--- src/rtl/alu_seq.sv ---
// alu_seq: multi-cycle RV32-style ALU with iterative shifts behind a valid/ready handshake.
// Optional feature: define ALU_SEQ_MUL_EN to turn op 0101 into a shift-add multiplier.
module alu_seq #(
  parameter int WIDTH      = 32,
  parameter int SHIFT_STEP = 1
) (
  input  logic             iClk,
  input  logic             iRst,
  input  logic             iValid,
  output logic             oReady,
  input  logic [WIDTH-1:0] iDataA,
  input  logic [WIDTH-1:0] iDataB,
  input  logic [3:0]       iAluOp,
  output logic             oValid,
  input  logic             iReady,
  output logic [WIDTH-1:0] oData,
  output logic             oZero,
  output logic             oLt,
  output logic             oLtu,
  output logic             oIllegal
);

  localparam int SHW = $clog2(WIDTH);
  localparam int STW = $clog2(SHIFT_STEP);
  localparam int RW  = (STW == 0) ? 1 : STW;
  localparam int AW  = STW + 1;
  localparam int CW  = SHW + 1;
  localparam logic [RW-1:0] REM_MASK = (STW == 0) ? '0 : '1;

  localparam logic [3:0] OP_ADD = 4'b0000, OP_SUB = 4'b1000, OP_SLL = 4'b0001,
                         OP_SRL = 4'b1001, OP_SRA = 4'b1101, OP_SLT = 4'b0010,
                         OP_SLTU = 4'b0011, OP_XOR = 4'b0100, OP_OR = 4'b0110,
                         OP_AND = 4'b0111;
`ifdef ALU_SEQ_MUL_EN
  localparam logic [3:0] OP_MUL = 4'b0101;
`endif

  typedef enum logic [1:0] {IDLE = 2'd0, BUSY = 2'd1, DONE = 2'd2} state_t;

  function automatic logic [WIDTH-1:0] rc_sum(input logic [WIDTH-1:0] x, y, input logic cin);
    logic c;
    logic [WIDTH-1:0] s;
    c = cin;
    for (int i = 0; i < WIDTH; i++) begin
      s[i] = x[i] ^ y[i] ^ c;
      c    = (x[i] & y[i]) | (c & (x[i] ^ y[i]));
    end
    return s;
  endfunction

  function automatic logic rc_cout(input logic [WIDTH-1:0] x, y, input logic cin);
    logic c;
    c = cin;
    for (int i = 0; i < WIDTH; i++) c = (x[i] & y[i]) | (c & (x[i] ^ y[i]));
    return c;
  endfunction

  function automatic logic [CW-1:0] cnt_dec(input logic [CW-1:0] v);
    logic bw;
    logic [CW-1:0] r;
    bw = 1'b1;
    for (int i = 0; i < CW; i++) begin
      r[i] = v[i] ^ bw;
      bw   = bw & ~v[i];
    end
    return r;
  endfunction

  function automatic logic [CW-1:0] cnt_inc(input logic [CW-1:0] v);
    logic cy;
    logic [CW-1:0] r;
    cy = 1'b1;
    for (int i = 0; i < CW; i++) begin
      r[i] = v[i] ^ cy;
      cy   = cy & v[i];
    end
    return r;
  endfunction

  state_t           state_q, state_d;
  logic             ready_q, ready_d, valid_q, valid_d;
  logic [WIDTH-1:0] res_q, res_d, work_q, work_d;
  logic             zero_q, zero_d, lt_q, lt_d, ltu_q, ltu_d, ill_q, ill_d;
  logic [3:0]       op_q, op_d;
  logic [CW-1:0]    cnt_q, cnt_d;
  logic [RW-1:0]    rem_q, rem_d;
`ifdef ALU_SEQ_MUL_EN
  logic [WIDTH-1:0] acc_q, acc_d, mulb_q, mulb_d;
`endif

  // Accept-side decode: compare flags and the shift iteration count come straight from the operands.
  logic [WIDTH-1:0] diff;
  logic [SHW-1:0]   shamt;
  logic [RW-1:0]    rem_in;
  logic [CW-1:0]    quo, cnt_in;
  logic             in_lt, in_ltu;

  assign diff   = rc_sum(iDataA, ~iDataB, 1'b1);
  assign in_ltu = ~rc_cout(iDataA, ~iDataB, 1'b1);
  assign in_lt  = (iDataA[WIDTH-1] ^ iDataB[WIDTH-1]) ? iDataA[WIDTH-1] : diff[WIDTH-1];
  assign shamt  = iDataB[SHW-1:0];
  assign rem_in = shamt[RW-1:0] & REM_MASK;
  assign quo    = CW'(shamt[SHW-1:STW]);
  assign cnt_in = (rem_in != '0) ? cnt_inc(quo) : quo;

  // One candidate per possible step size; the partial step (remainder) is taken on the last iteration.
  logic             shift_left, fill;
  logic [AW-1:0]    amt;
  logic [WIDTH-1:0] shifted;
  logic [WIDTH-1:0] cand_l [1:SHIFT_STEP];
  logic [WIDTH-1:0] cand_r [1:SHIFT_STEP];

  assign shift_left = (op_q == OP_SLL);
  assign fill       = (op_q == OP_SRA) & work_q[WIDTH-1];

  for (genvar m = 1; m <= SHIFT_STEP; m++) begin : g_cand
    assign cand_l[m] = {work_q[WIDTH-1-m:0], {m{1'b0}}};
    assign cand_r[m] = {{m{fill}}, work_q[WIDTH-1:m]};
  end

  always_comb begin
    amt     = ((cnt_q == CW'(1)) && (rem_q != '0)) ? AW'(rem_q) : AW'(SHIFT_STEP);
    shifted = work_q;
    for (int m = 1; m <= SHIFT_STEP; m++)
      if (amt == AW'(m)) shifted = shift_left ? cand_l[m] : cand_r[m];
  end

  always_comb begin
    logic [WIDTH-1:0] fin;
    state_d = state_q;
    ready_d = ready_q;
    valid_d = valid_q;
    res_d   = res_q;
    work_d  = work_q;
    zero_d  = zero_q;
    lt_d    = lt_q;
    ltu_d   = ltu_q;
    ill_d   = ill_q;
    op_d    = op_q;
    cnt_d   = cnt_q;
    rem_d   = rem_q;
    fin     = shifted;
`ifdef ALU_SEQ_MUL_EN
    acc_d   = acc_q;
    mulb_d  = mulb_q;
`endif
    case (state_q)
      IDLE: begin
        if (iValid) begin
          op_d    = iAluOp;
          lt_d    = in_lt;
          ltu_d   = in_ltu;
          ill_d   = 1'b0;
          work_d  = iDataA;
          res_d   = '0;
          state_d = DONE;
          valid_d = 1'b1;
          ready_d = 1'b0;
          case (iAluOp)
            OP_ADD:  res_d = rc_sum(iDataA, iDataB, 1'b0);
            OP_SUB:  res_d = diff;
            OP_SLT:  res_d = WIDTH'(in_lt);
            OP_SLTU: res_d = WIDTH'(in_ltu);
            OP_XOR:  res_d = iDataA ^ iDataB;
            OP_OR:   res_d = iDataA | iDataB;
            OP_AND:  res_d = iDataA & iDataB;
            OP_SLL, OP_SRL, OP_SRA: begin
              if (shamt == '0) begin
                res_d = iDataA;
              end else begin
                state_d = BUSY;
                valid_d = 1'b0;
                cnt_d   = cnt_in;
                rem_d   = rem_in;
              end
            end
`ifdef ALU_SEQ_MUL_EN
            OP_MUL: begin
              state_d = BUSY;
              valid_d = 1'b0;
              cnt_d   = CW'(WIDTH);
              rem_d   = '0;
              acc_d   = '0;
              mulb_d  = iDataB;
            end
`endif
            default: ill_d = 1'b1;
          endcase
          zero_d = ~|res_d;
        end
      end
      BUSY: begin
        cnt_d = cnt_dec(cnt_q);
`ifdef ALU_SEQ_MUL_EN
        if (op_q == OP_MUL) begin
          acc_d  = mulb_q[0] ? rc_sum(acc_q, work_q, 1'b0) : acc_q;
          work_d = {work_q[WIDTH-2:0], 1'b0};
          mulb_d = {1'b0, mulb_q[WIDTH-1:1]};
          fin    = acc_d;
        end else
`endif
        begin
          work_d = shifted;
        end
        if (cnt_q == CW'(1)) begin
          state_d = DONE;
          valid_d = 1'b1;
          res_d   = fin;
          zero_d  = ~|fin;
        end
      end
      DONE: begin
        if (iReady) begin
          state_d = IDLE;
          valid_d = 1'b0;
          ready_d = 1'b1;
        end
      end
      default: begin
        state_d = IDLE;
        valid_d = 1'b0;
        ready_d = 1'b1;
      end
    endcase
  end

  always_ff @(posedge iClk) begin
    work_q <= work_d;
`ifdef ALU_SEQ_MUL_EN
    acc_q  <= acc_d;
    mulb_q <= mulb_d;
`endif
    if (iRst) begin
      state_q <= IDLE;
      ready_q <= 1'b1;
      valid_q <= 1'b0;
      res_q   <= '0;
      zero_q  <= 1'b0;
      lt_q    <= 1'b0;
      ltu_q   <= 1'b0;
      ill_q   <= 1'b0;
      op_q    <= '0;
      cnt_q   <= '0;
      rem_q   <= '0;
    end else begin
      state_q <= state_d;
      ready_q <= ready_d;
      valid_q <= valid_d;
      res_q   <= res_d;
      zero_q  <= zero_d;
      lt_q    <= lt_d;
      ltu_q   <= ltu_d;
      ill_q   <= ill_d;
      op_q    <= op_d;
      cnt_q   <= cnt_d;
      rem_q   <= rem_d;
    end
  end

  assign oReady   = ready_q;
  assign oValid   = valid_q;
  assign oData    = res_q;
  assign oZero    = zero_q;
  assign oLt      = lt_q;
  assign oLtu     = ltu_q;
  assign oIllegal = ill_q;

endmodule

--- config.mk ---
export PLATFORM = sky130hd
export DESIGN_NAME = alu_seq
export DESIGN_NICKNAME = d
export VERILOG_FILES = /design/src/rtl/alu_seq.sv
export SDC_FILE = /design/constraint.sdc
export NUM_CORES = 1
export LEC_CHECK = 0
export CAP_MARGIN = 20
export CORE_MARGIN = 4
export CORE_UTILIZATION = 60
export CTS_CLUSTER_SIZE = 30
export DETAILED_ROUTE_END_ITERATION = 16
export PLACE_DENSITY = 0.9
export SETUP_SLACK_MARGIN = 0.3
export SYNTH_ARGS = -nofsm -noshare
export SYNTH_HDL_FRONTEND = slang
export SYNTH_SLANG_ARGS = --single-unit
--- constraint.sdc ---
create_clock -name iClk -period 30.2 [get_ports iClk]
set_input_delay 6.04 -clock iClk [delete_from_list [all_inputs] [get_ports iClk]]
set_output_delay 6.04 -clock iClk [all_outputs]
set_load 0.02 [all_outputs]
==> PnR_summary.wiki <==
{| class="wikitable"
! Metric !! Value
|-
| Run status || finished, final reports clean
|-
| Primary flip-flop cell chosen by synthesis mapping || dfxtp_1
|-
| Worst path max stage delay || 0.58 ns
|-
| Global-route wire length before repair || 35400 um
|-
| Setup total negative slack || 0 ns
|-
| Initial Utilization || 62.1%
|-
| Cts bufs inserted || 9
|-
| CP Data Required Time || 30.45 ns
|-
| Most common cell after layout, fill and taps aside || nand2_1
|-
| Routed wire length on met2 || 9930 um
|-
| Die Wd || 123 um
|-
| Syn Inst Count || 880
|-
| Buffers on Ports || 109
|-
| Number of diodes added for antenna fixing || 0
|-
| Max Root-Sink Buffers || 2
|-
| Final min period || 19.67 ns
|-
| Area share of xor/xnor cells in the synthesized design || 0.110%
|-
| Maximum vdd drop || 0.0279 mV
|-
| Most used cells in the layout excluding fill and tap cells || 115 x nand2_1, 107 x clkdlybuf4s50_1, 78 x inv_1
|-
| Actual transition at the worst max-transition pin || 0.954 ns
|-
| Clock Tree Root || clkbuf_16
|-
| Type of the worst setup path || input pin to register
|-
| Leakage power summed over all cells || 3.73 nW
|-
| Number of clock sinks || 81
|-
| Class of the worst hold path || register to register
|-
| Initial antenna violation count || 0
|-
| Final clock period utilization by the worst path || 65.1%
|-
| Clock transition at the registers of the reported paths || 0.05 ns
|-
| Post-Syn Nets || 1084
|-
| Synth cell types || 55
|-
| Wire per inst || 19.8 um
|-
| Placed cell count || 1115
|-
| Number of buffers inserted for hold repair after clock tree synthesis || 0
|-
| Yosys warning total || 0
|-
| Clock latency reported for the late side of the worst-skew pair || 0.34 ns
|-
| GP Congestion || 0.974
|-
| Number of routed nets with antenna violations || 0
|-
| H-Tree Level Count || 3
|-
| Number of buffers inserted to repair setup after CTS || 0
|-
| Vias in the first global route || 6824
|-
| Met1 wire length || 9090 um
|-
| Count of instances resized after the clock tree is built || 0
|-
| Pin count of the biggest net entering global routing || 75
|-
| Final Net Count || 1159
|-
| Worst path setup slack after routing || 10.53 ns
|-
| Aggregate routed wire length || 22400 um
|-
| Achievable clock frequency || 50.8 MHz
|-
| Area of the die || 0.0151 mm2
|-
| Number of flops mapped to enable cells by yosys || 32
|-
| Area overhead of the layout relative to synthesis || 17.8%
|-
| Total setup violations reported at the end of the flow || 0
|-
| Overall via count from detail_route || 7199
|-
| DRC || 0
|-
| DR iter-0 viols || 892
|-
| Detailed-placement wirelength estimate || 16900 um
|-
| Headroom to the max-slew limit || 36.4%
|-
| Standard-cell row count || 41
|-
| Uppermost routed layer || met4
|-
| Power density over the cells || 36.8 mW/mm2
|-
| Share of cells above drive strength 1 || 6.35%
|-
| Core area || 0.0128 mm2
|-
| Hold Slack || 0.448 ns
|-
| Basic-gate share of the synthesized area counting and, or, nand and nor cells || 21.1%
|-
| Detailed route wirelength on metal3 || 2810 um
|-
| Worst Skew || 0.00795 ns
|-
| Via density per instance || 6.36
|-
| Main combinational cell family by area after synthesis || adder cells
|-
| Worst Path Max Fanout || 5
|-
| Max-cap violations || 0
|-
| Flop2flop setup slack || 27.73 ns
|-
| Global-route congestion overflow total || 0
|-
| Final non-filler cell total || 1132
|-
| Arr. time, crit path || 19.91 ns
|-
| Mean area per synthesized cell || 9.01 um2
|-
| Async set-or-reset flop fraction in the synthesized netlist || 0%
|-
| Standard cell with the maximum stage delay on the critical path || clkdlybuf4s50_1
|-
| Element type at the critical path end || register
|-
| Synth Area in Adders || 26.7%
|-
| Compound-cell area share of the yosys netlist || 19.0%
|-
| Overall die height || 123 um
|-
| Placement Setup Slack || 10.37 ns
|-
| TritonCTS clock tree || built
|-
| Launching element type of the critical path || input pin
|-
| RSZ-0062 raised after global routing || false
|-
| Netlist Area Pre-Place || 0.00793 mm2
|-
| Fraction of the yosys area taken by sequential cells || 24.5%
|-
| Pins Over Slew Limit || 0
|-
| Gr usage total || 30.2%
|-
| Multiplexer share of the synthesized area || 1.40%
|-
| I/O pin cnt || 110
|-
| Flops & latches, synth || 81
|-
| Number of endpoints with negative hold slack in the final report || 0
|-
| First-pass iteration count of the detailed router || 6
|-
| Most frequent cell on the critical path || fa_1
|}
layout make-up:
cell class,instances,area [um2]
multi-input cells,663,5430
fillers,921,3440
flip-flops and latches,81,1940
repair buffers,122,1180
inverters,78,293
clock buffers,14,275
well taps,172,215
clock inverters,2,10.0
power breakdown:
part | total [W] | internal, W | switching (W)
Combinational | 0.000109 | 0.0000456 | 0.0000636
Sequential | 0.000129 | 0.000123 | 0.00000647
Clock | 0.000105 | 0.0000628 | 0.0000420
kinds of logic after synthesis:
group                      Yosys count
DFF                                 81
xor gates and xnor gates             1
adders and majority gates          132
buffers and inverters              136
muxes                               11
AOI/OAI and AO/OA                  198
and+or+nand+nor                    321
worst paths after layout:
kind	depth (start not counted)	start	to
max	40	iDataB[0]	oZero
min	2	oData[9]	oData[9]
max reg2reg	6	op_q[0]	oZero
min reg2reg	2	oData[9]	oData[9]
state kept, by name, indices dropped and copies added (netlist names):
register / count
cnt_q: 6
oLtu: 1
work_q: 32
oIllegal: 1
oLt: 1
op_q: 4
oData: 32
oZero: 1
oReady: 1
state_q: 2
critical path: cells and delay by family:
family | cells | cell delay (ns)
adders and majority gates | 31 | 11.97
and+or+nand+nor | 3 | 0.55
buffers and inverters | 3 | 0.72
AOI/OAI and AO/OA | 3 | 0.61
synth_stat cells (12+ instances only):
library cell / n / share of area (%)
nor2_1: 48 / 2.3
fa_1: 62 / 16
a32o_1: 21 / 2.7
a21boi_0: 29 / 2.7
ha_1: 70 / 11
o21ai_0: 17 / 1.1
a211oi_1: 16 / 1.5
nor4_1: 12 / 0.95
nand2b_1: 45 / 3.6
nand3_1: 39 / 2.5
dfxtp_1: 49 / 12
nand2_1: 115 / 5.4
inv_1: 78 / 3.7
o2bb2ai_1: 20 / 2.2
and2_1: 20 / 1.6
a211oi_2: 13 / 2.1
edfxtp_1: 32 / 12
clkbuf_1: 35 / 1.7
a21oi_1: 40 / 2.5
routing by layer:
| metal | up-vias | GRT usage (%) |
|---|---|---|
| li1 | 3222 | - |
| met4 | 0 | 9.80 |
| met1 | 3436 | 43.3 |
| met5 | - | 0 |
| met2 | 486 | 44.7 |
| met3 | 55 | 8.01 |
stage by stage:
| stage | instance area, um2 | power, W | utilization [%] |
|---|---|---|---|
| finish | 9340 | 0.000343 | 73.1 |
| global route | 9340 | 0.000361 | 73.1 |
| CTS | 9330 | 0.000341 | 73.1 |
| detailed placement | 9050 | 0.000238 | 70.8 |
| global placement | 9050 | 0.000232 | 70.8 |
| floorplan | 7930 | 0.000196 | - |
Note: power is estimated with default switching activity, not from simulation.
